### src/rtl/pipeline5_regbank.sv
// pipeline5_regbank: writeback-side register bank for pipeline5.
// Two registered read ports, one write port, write-commit counter.
//
// Ports:
//   clk_in     - clock, all state updates on the rising edge
//   RST        - asynchronous active-low reset
//   wb_en      - write enable (pipeline5.en_out)
//   wb_addr    - write address (pipeline5.addr_out)
//   wb_data    - signed write data (pipeline5.data_out)
//   rd_addr_a  - read port A address, sampled each rising edge
//   rd_addr_b  - read port B address, sampled each rising edge
//   rd_data_a  - registered read data, port A
//   rd_data_b  - registered read data, port B
//   wr_count   - committed writes since reset, wraps silently
//
// Build option:
//   PIPELINE5_REGBANK_BYPASS_EN - when defined, a read that collides
//   with a committing write returns the new data (write-first).
//   When undefined the read returns the old contents (read-first).
module pipeline5_regbank #(
    parameter int DATA_WIDTH     = 16,
    parameter int REG_ADDR_WIDTH = 5,
    parameter int CNT_WIDTH      = 16
) (
    input  logic                             clk_in,
    input  logic                             RST,
    input  logic                             wb_en,
    input  logic        [REG_ADDR_WIDTH-1:0] wb_addr,
    input  logic signed [DATA_WIDTH-1:0]     wb_data,
    input  logic        [REG_ADDR_WIDTH-1:0] rd_addr_a,
    input  logic        [REG_ADDR_WIDTH-1:0] rd_addr_b,
    output logic signed [DATA_WIDTH-1:0]     rd_data_a,
    output logic signed [DATA_WIDTH-1:0]     rd_data_b,
    output logic        [CNT_WIDTH-1:0]      wr_count
);

    localparam int DEPTH = 1 << REG_ADDR_WIDTH;

    logic signed [DATA_WIDTH-1:0] mem_q [DEPTH];
    logic signed [DATA_WIDTH-1:0] mem_d [DEPTH];

    logic signed [DATA_WIDTH-1:0] rd_data_a_q;
    logic signed [DATA_WIDTH-1:0] rd_data_a_d;
    logic signed [DATA_WIDTH-1:0] rd_data_b_q;
    logic signed [DATA_WIDTH-1:0] rd_data_b_d;

    logic [CNT_WIDTH-1:0] wr_count_q;
    logic [CNT_WIDTH-1:0] wr_count_d;

    logic wr_commit;

    // Register 0 is hardwired zero: writes to it neither land nor count.
    assign wr_commit = wb_en && (wb_addr != '0);

    always_comb begin
        for (int i = 0; i < DEPTH; i++) begin
            mem_d[i] = mem_q[i];
        end
        if (wr_commit) begin
            mem_d[wb_addr] = wb_data;
        end
    end

    // Entry 0 of mem_q is never written, but the read path still
    // masks address 0 so the zero register does not rely on storage.
    always_comb begin
        rd_data_a_d = '0;
        if (rd_addr_a != '0) begin
            rd_data_a_d = mem_q[rd_addr_a];
        end
`ifdef PIPELINE5_REGBANK_BYPASS_EN
        if (wr_commit && (rd_addr_a == wb_addr)) begin
            rd_data_a_d = wb_data;
        end
`endif
    end

    always_comb begin
        rd_data_b_d = '0;
        if (rd_addr_b != '0) begin
            rd_data_b_d = mem_q[rd_addr_b];
        end
`ifdef PIPELINE5_REGBANK_BYPASS_EN
        if (wr_commit && (rd_addr_b == wb_addr)) begin
            rd_data_b_d = wb_data;
        end
`endif
    end

    always_comb begin
        wr_count_d = wr_count_q;
        if (wr_commit) begin
            wr_count_d = wr_count_q + CNT_WIDTH'(1);
        end
    end

    always_ff @(posedge clk_in or negedge RST) begin
        if (!RST) begin
            for (int i = 0; i < DEPTH; i++) begin
                mem_q[i] <= '0;
            end
            rd_data_a_q <= '0;
            rd_data_b_q <= '0;
            wr_count_q  <= '0;
        end else begin
            for (int i = 0; i < DEPTH; i++) begin
                mem_q[i] <= mem_d[i];
            end
            rd_data_a_q <= rd_data_a_d;
            rd_data_b_q <= rd_data_b_d;
            wr_count_q  <= wr_count_d;
        end
    end

    assign rd_data_a = rd_data_a_q;
    assign rd_data_b = rd_data_b_q;
    assign wr_count  = wr_count_q;

endmodule
### config.mk
export PLATFORM = sky130hd
export DESIGN_NAME = pipeline5_regbank
export DESIGN_NICKNAME = d
export VERILOG_FILES = /design/src/rtl/pipeline5_regbank.sv
export SDC_FILE = /design/constraint.sdc
export NUM_CORES = 1
export LEC_CHECK = 0
export CELL_PAD_IN_SITES_DETAIL_PLACEMENT = 0
export CELL_PAD_IN_SITES_GLOBAL_PLACEMENT = 1
export CORE_MARGIN = 2
export CORE_UTILIZATION = 40
export DETAILED_ROUTE_END_ITERATION = 10
export MAX_ROUTING_LAYER = met4
export PLACE_DENSITY = 0.68
export SLEW_MARGIN = 20
export SYNTH_ARGS = -nofsm -noshare
export SYNTH_HDL_FRONTEND = slang
export SYNTH_SLANG_ARGS = --single-unit
### constraint.sdc
create_clock -name clk_in -period 1.6 [get_ports clk_in]
set_clock_uncertainty 0.2 [all_clocks]
set_input_delay 0.16 -clock clk_in [delete_from_list [all_inputs] [get_ports clk_in]]
set_output_delay 0.16 -clock clk_in [all_outputs]
set_load 0.005 [all_outputs]
==> results.cfg, run 1 <==
[outcome]
status = finished, violations left
violations = setup timing

[floorplan]
die_area_um2 = 76000
initial_core_util_pct = 40.4
dieHeight_um = 276
die_w_um = 276
rows = 99
coreArea_um2 = 73000
ioPinCount = 82

[cells_and_area]
diodes = 0
fill_cells = 5904
finalNetCount = 2436
area_delta_synth_final_pct = 29.5
final_core_util_pct = 52.4
drive_above_1_share_pct = 59.3

[timing]
hold_viol = 0
slew_violations = 0
finalSetupViolCount = 52
tightest_slew_ps = 790
post-route-min-period_ps = 1880
rsz0062_at_grt = yes
fmax_ghz = 0.533
worst_hold_slack_ps = 36.6
fin_ws_ps = -276
slew-limit-headroom_pct = 47.2
fin_crit_sh_pct = 117

[drt]
wl_per_cell_um = 26.3
drc = 0
drt-pass1-iter-count = 5
first_iter_violations = 1418
num_vias = 19601
finalWirelength_mm = 89.6
viasPerCell = 5.76
antenna_left = 0

[yosys]
yosysMostFrequentCell = dfrtp_1
synth_common_cells = 560 x dfrtp_1, 540 x mux2_2, 192 x mux4_2, 144 x mux2i_1, 78 x clkbuf_1
synth_cell_types = 55
ys_seq_area_share_pct = 47.5
yosys_warnings = 0
synthFlopType = dfrtp_1
synth.ff_latch_count = 560
synth_largest_area_cell = dfrtp_1
synth_nets = 2053
avgSynthCellArea_um2 = 14.6
synth_edf_count = 0
syn_inst = 2018
async_flop_share_pct = 100
synth.area.top_cells = dfrtp_1 47%, mux2_2 21%, mux4_2 15%
yosys.area.top_type_share_pct = 47.5
synth_area_um2 = 29500

[setup_path]
crit_path_end_kind = flip-flop
crit_fanout = 3
reg2reg_from = mem_q[293]
worstSetupStartpointType = flip-flop
crit_type = flip-flop to flip-flop
crit_arrival_ps = 2150
critPathLaunch = mem_q[293]
worst_ep_required_time_ps = 1880

[clock_network]
clkTransAtPathRegs_ps = 60
clock_latency_ps = 620
h-tree-depth = 2
cts-root-buf = clkbuf_16
cts_buffer_depth = 3
cts_tree = built
cts_made_buffers = 60
cts_sinks = 560

[power_and_ir_drop]
power.leakage_nw = 16.9
p_per_area_nw_per_um2 = 1170
peakVddDrop_v = 0.000971

[placement]
portBuffers = 81
place_hpwl_mm = 59.4
gp_congestion = 0.843

[worst_hold_path]
hold_class = input port to asynchronous set/reset pin

[global_route]
grt_max_degree = 81
track_usage_pct = 24.9
antenna_found_initial = 0
grt_pass1_vias = 21039
grt_overflow_total = 0
grt_pass1_wl_mm = 137

[job]
cap_violations = 0
state kept, by name, summed over array words and instances, names as in the netlist:
signal and count:
rd_data_a 16, mem_q 512, rd_data_b 16, wr_count 16
timing repair:
action / CTS / global route
endpoints found under the hold margin: 565 / 20
setup buffers: 29 / 11
pin swaps: 33 / 24
cloned: 1 / 0
resized for setup: 229 / 43
setup endpoints to repair: 146 / 198
hold buffers: 5 / 2
cell usage in the layout, fill, tap and decap left out, types with 18 or more instances in the layout:
cell type and n:
mux4_2 192, a211oi_1 19, nor2b_1 25, mux2_2 471, nor2_1 18, dfrtp_1 559, buf_6 23, buf_12 111
clkdlybuf4s50_1 19, mux2i_4 18, nand2_1 43, mux2_4 81, buf_4 321, clkbuf_16 61, mux2i_1 109
stage by stage:
step	total power, mW	TNS [ps]	instance area, um2	setup WS, ps	cells
finish	44.6	-5760	38200	-276	3404
global route	46.7	-9220	38200	-265	3404
CTS	44.8	-6740	38100	-240	3393
detailed placement	29.5	-327740	35400	-730	3267
global placement	29.0	-332240	35400	-736	3267
floorplan	24.8	-27550	30300	-252	2018
area by class of cell:
class | count | area [um2] | area share [%]
repair buffers | 531 | 5540 | 14.5
clock inverters | 21 | 298 | 0.779
well taps | 959 | 1200 | 3.14
inverters | 4 | 15.0 | 0.0393
clock buffers | 85 | 1760 | 4.60
multi-input cells | 1244 | 15400 | 40.3
flip-flops and latches | 560 | 14000 | 36.7
critical path, stage by stage (launching register included):
cell	delay, ps
dfrtp_1	390
mux4_2	460
mux2i_1	190
buf_4	140
a221o_1	260
a31oi_2	80
per-layer routing:
metal  part of all wire [%]  wire, um  track usage [%]  up-vias
met5                      0         0                -        -
met4                    2.3      2080             5.83        0
met3                    4.6      4090             3.29      124
met2                     48     43300             39.4      454
met1                     45     40200             34.1    10578
li1                       -         -                -     8445
final timing paths:
check                          endpoint  depth (start not counted)  slack (ps)
min in group clk_in        rd_data_a[6]                          5          50
hold / removal               mem_q[400]                          3          40
setup reg to reg           rd_data_b[5]                          5        -280
max in group asynchronous    mem_q[271]                          3         -50
setup / recovery           rd_data_b[5]                          5        -280
hold reg to reg              mem_q[505]                          0         200
cells by family after synthesis:
kind of cell | count (synthesis) | share of synthesized area, %
muxes | 893 | 40.9
DFF | 560 | 47.5
buffers and inverters | 214 | 3.74
and+or+nand+nor | 180 | 3.54
AOI/OAI and AO/OA | 155 | 3.82
xor gates and xnor gates | 15 | 0.445
adders and majority gates | 1 | 0.0424
power breakdown:
group          switching (mW)  total (mW)  internal, mW
combinational            4.38        11.4          7.03
sequential               1.79        18.6          16.8
clock                    5.89        14.6          8.71
total                    12.1        44.6          32.6
(Power assumes the default switching activity.)
==> run 2: changes to the inputs <==
HOLD_SLACK_MARGIN = 0.03   (was unset)
==> run 2 against run 1 <==
The flow still finishes with violations (setup timing). Sequential share of layout area is essentially flat. Sequential power is essentially flat. Combinational power is essentially flat. Hold slack improved by 11 ps. Flip-flop and latch count stayed put. Via count is essentially flat. Die area stayed put. Fmax is 0.52% higher.
==> results.cfg, run 2 (synthesized netlist as in run 1, its figures left out) <==
[outcome]
status = finished, violations left
violations = setup timing

[cells_and_area]
final_common_cell = dfrtp_1
finalNetCount = 2437
largest_reg_flops = 512
drive_above_1_share_pct = 59.2
final_cell_mix = 559 x dfrtp_1, 471 x mux2_2, 321 x buf_4, 192 x mux4_2, 111 x buf_12
top_register = mem_q
fill_cells = 5903
diodes = 0
area_delta_synth_final_pct = 29.6

[power_and_ir_drop]
p_per_area_nw_per_um2 = 1170
total_power_mw = 44.7
power.leakage_nw = 16.9
peakVddDrop_v = 0.000982

[global_route]
antenna_found_initial = 0
grt_pass1_vias = 21049
track_usage_pct = 24.9
grt_max_degree = 81
grt_overflow_total = 0
grt_pass1_wl_mm = 137

[timing]
slew-limit-headroom_pct = 46.2
fin_crit_sh_pct = 117
slew_violations = 0
worst_hold_slack_ps = 47.1
finalSetupViolCount = 52
fin_ws_ps = -266
post-route-min-period_ps = 1870
rsz0062_at_grt = yes
fmax_ghz = 0.536
hold_viol = 0
tightest_slew_ps = 804

[drt]
antenna_left = 0
wl_per_cell_um = 26.3
viasPerCell = 5.76
drt-pass1-iter-count = 5
first_iter_violations = 1397
finalWirelength_mm = 89.5
drc = 0
num_vias = 19602

[floorplan]
rows = 99
die_area_um2 = 76000
ioPinCount = 82
initial_core_util_pct = 40.4
coreArea_um2 = 73000
dieHeight_um = 276
die_w_um = 276

[clock_network]
cts-root-buf = clkbuf_16
clock_latency_ps = 620
cts_tree = built
h-tree-depth = 2
cts_sinks = 560
clkTransAtPathRegs_ps = 60
cts_buffer_depth = 3
cts_made_buffers = 60

[setup_path]
crit_type = flip-flop to flip-flop
crit_fanout = 3
worst_ep_required_time_ps = 1880
crit_path_end_kind = flip-flop
crit_arrival_ps = 2140
worstSetupStartpointType = flip-flop

[placement]
place_hpwl_mm = 59.4
portBuffers = 81
gp_congestion = 0.843

[job]
cap_violations = 0

[worst_hold_path]
hold_class = input port to asynchronous set/reset pin
-- run 2: power by group --
group | switching (mW) | internal, mW | leakage (nW)
sequential | 1.79 | 16.8 | 7.15
combinational | 4.38 | 7.03 | 8.75
clock | 5.90 | 8.71 | 1.02
total | 12.1 | 32.6 | 16.9
-- run 2: timing repair --
item	CTS	global route
gates cloned	1	0
endpoints found under the setup margin	146	198
hold buffers	7	1
pin swaps	33	24
resized for setup	229	42
hold endpoints to repair	567	14
setup buffers	29	11
-- run 2: path summary, 6_finish.rpt --
check                           start  slack, ps  depth (start not counted)            to
min                               RST         50                          3    mem_q[321]
min in group clk_in        wb_addr[0]         50                          5   wr_count[0]
max                        mem_q[293]       -270                          5  rd_data_b[5]
max in group asynchronous         RST        -60                          3    mem_q[271]
min reg2reg                mem_q[505]        190                          0    mem_q[505]
max reg2reg                mem_q[293]       -270                          5  rd_data_b[5]
-- run 2: layer usage --
layer | vias to the layer above | wire length (um) | GRT usage, %
met5 | - | 0 | -
met4 | 0 | 2040 | 5.83
met3 | 121 | 3970 | 3.28
met2 | 423 | 43300 | 39.4
met1 | 10600 | 40200 | 34.1
li1 | 8458 | - | -
-- run 2: critical path, stage by stage (launching register included) --
cell	delay [ps]
dfrtp_1	390
mux4_2	460
mux2i_1	180
buf_4	140
a221o_1	260
a31oi_2	80
-- run 2: area by class of cell --
type | instances | area [um2] | share of cell area (%)
repair buffers | 532 | 5560 | 14.5
inverters | 4 | 15.0 | 0.0393
well taps | 959 | 1200 | 3.14
multi-input cells | 1244 | 15400 | 40.3
clock buffers | 85 | 1760 | 4.59
clock inverters | 21 | 298 | 0.779
flip-flops and latches | 560 | 14000 | 36.7
-- run 2: per-stage QoR --
stage | utilization (%) | setup slack (ps) | std cells | area, um2 | TNS (ps)
final | 52.4 | -266 | 3405 | 38200 | -5900
after global routing | 52.4 | -265 | 3405 | 38200 | -9210
after CTS | 52.2 | -240 | 3395 | 38100 | -6730
after detailed placement | 48.6 | -730 | 3267 | 35400 | -327740
after global placement | 48.6 | -736 | 3267 | 35400 | -332240
after floorplan | - | -252 | 2018 | 30300 | -27550
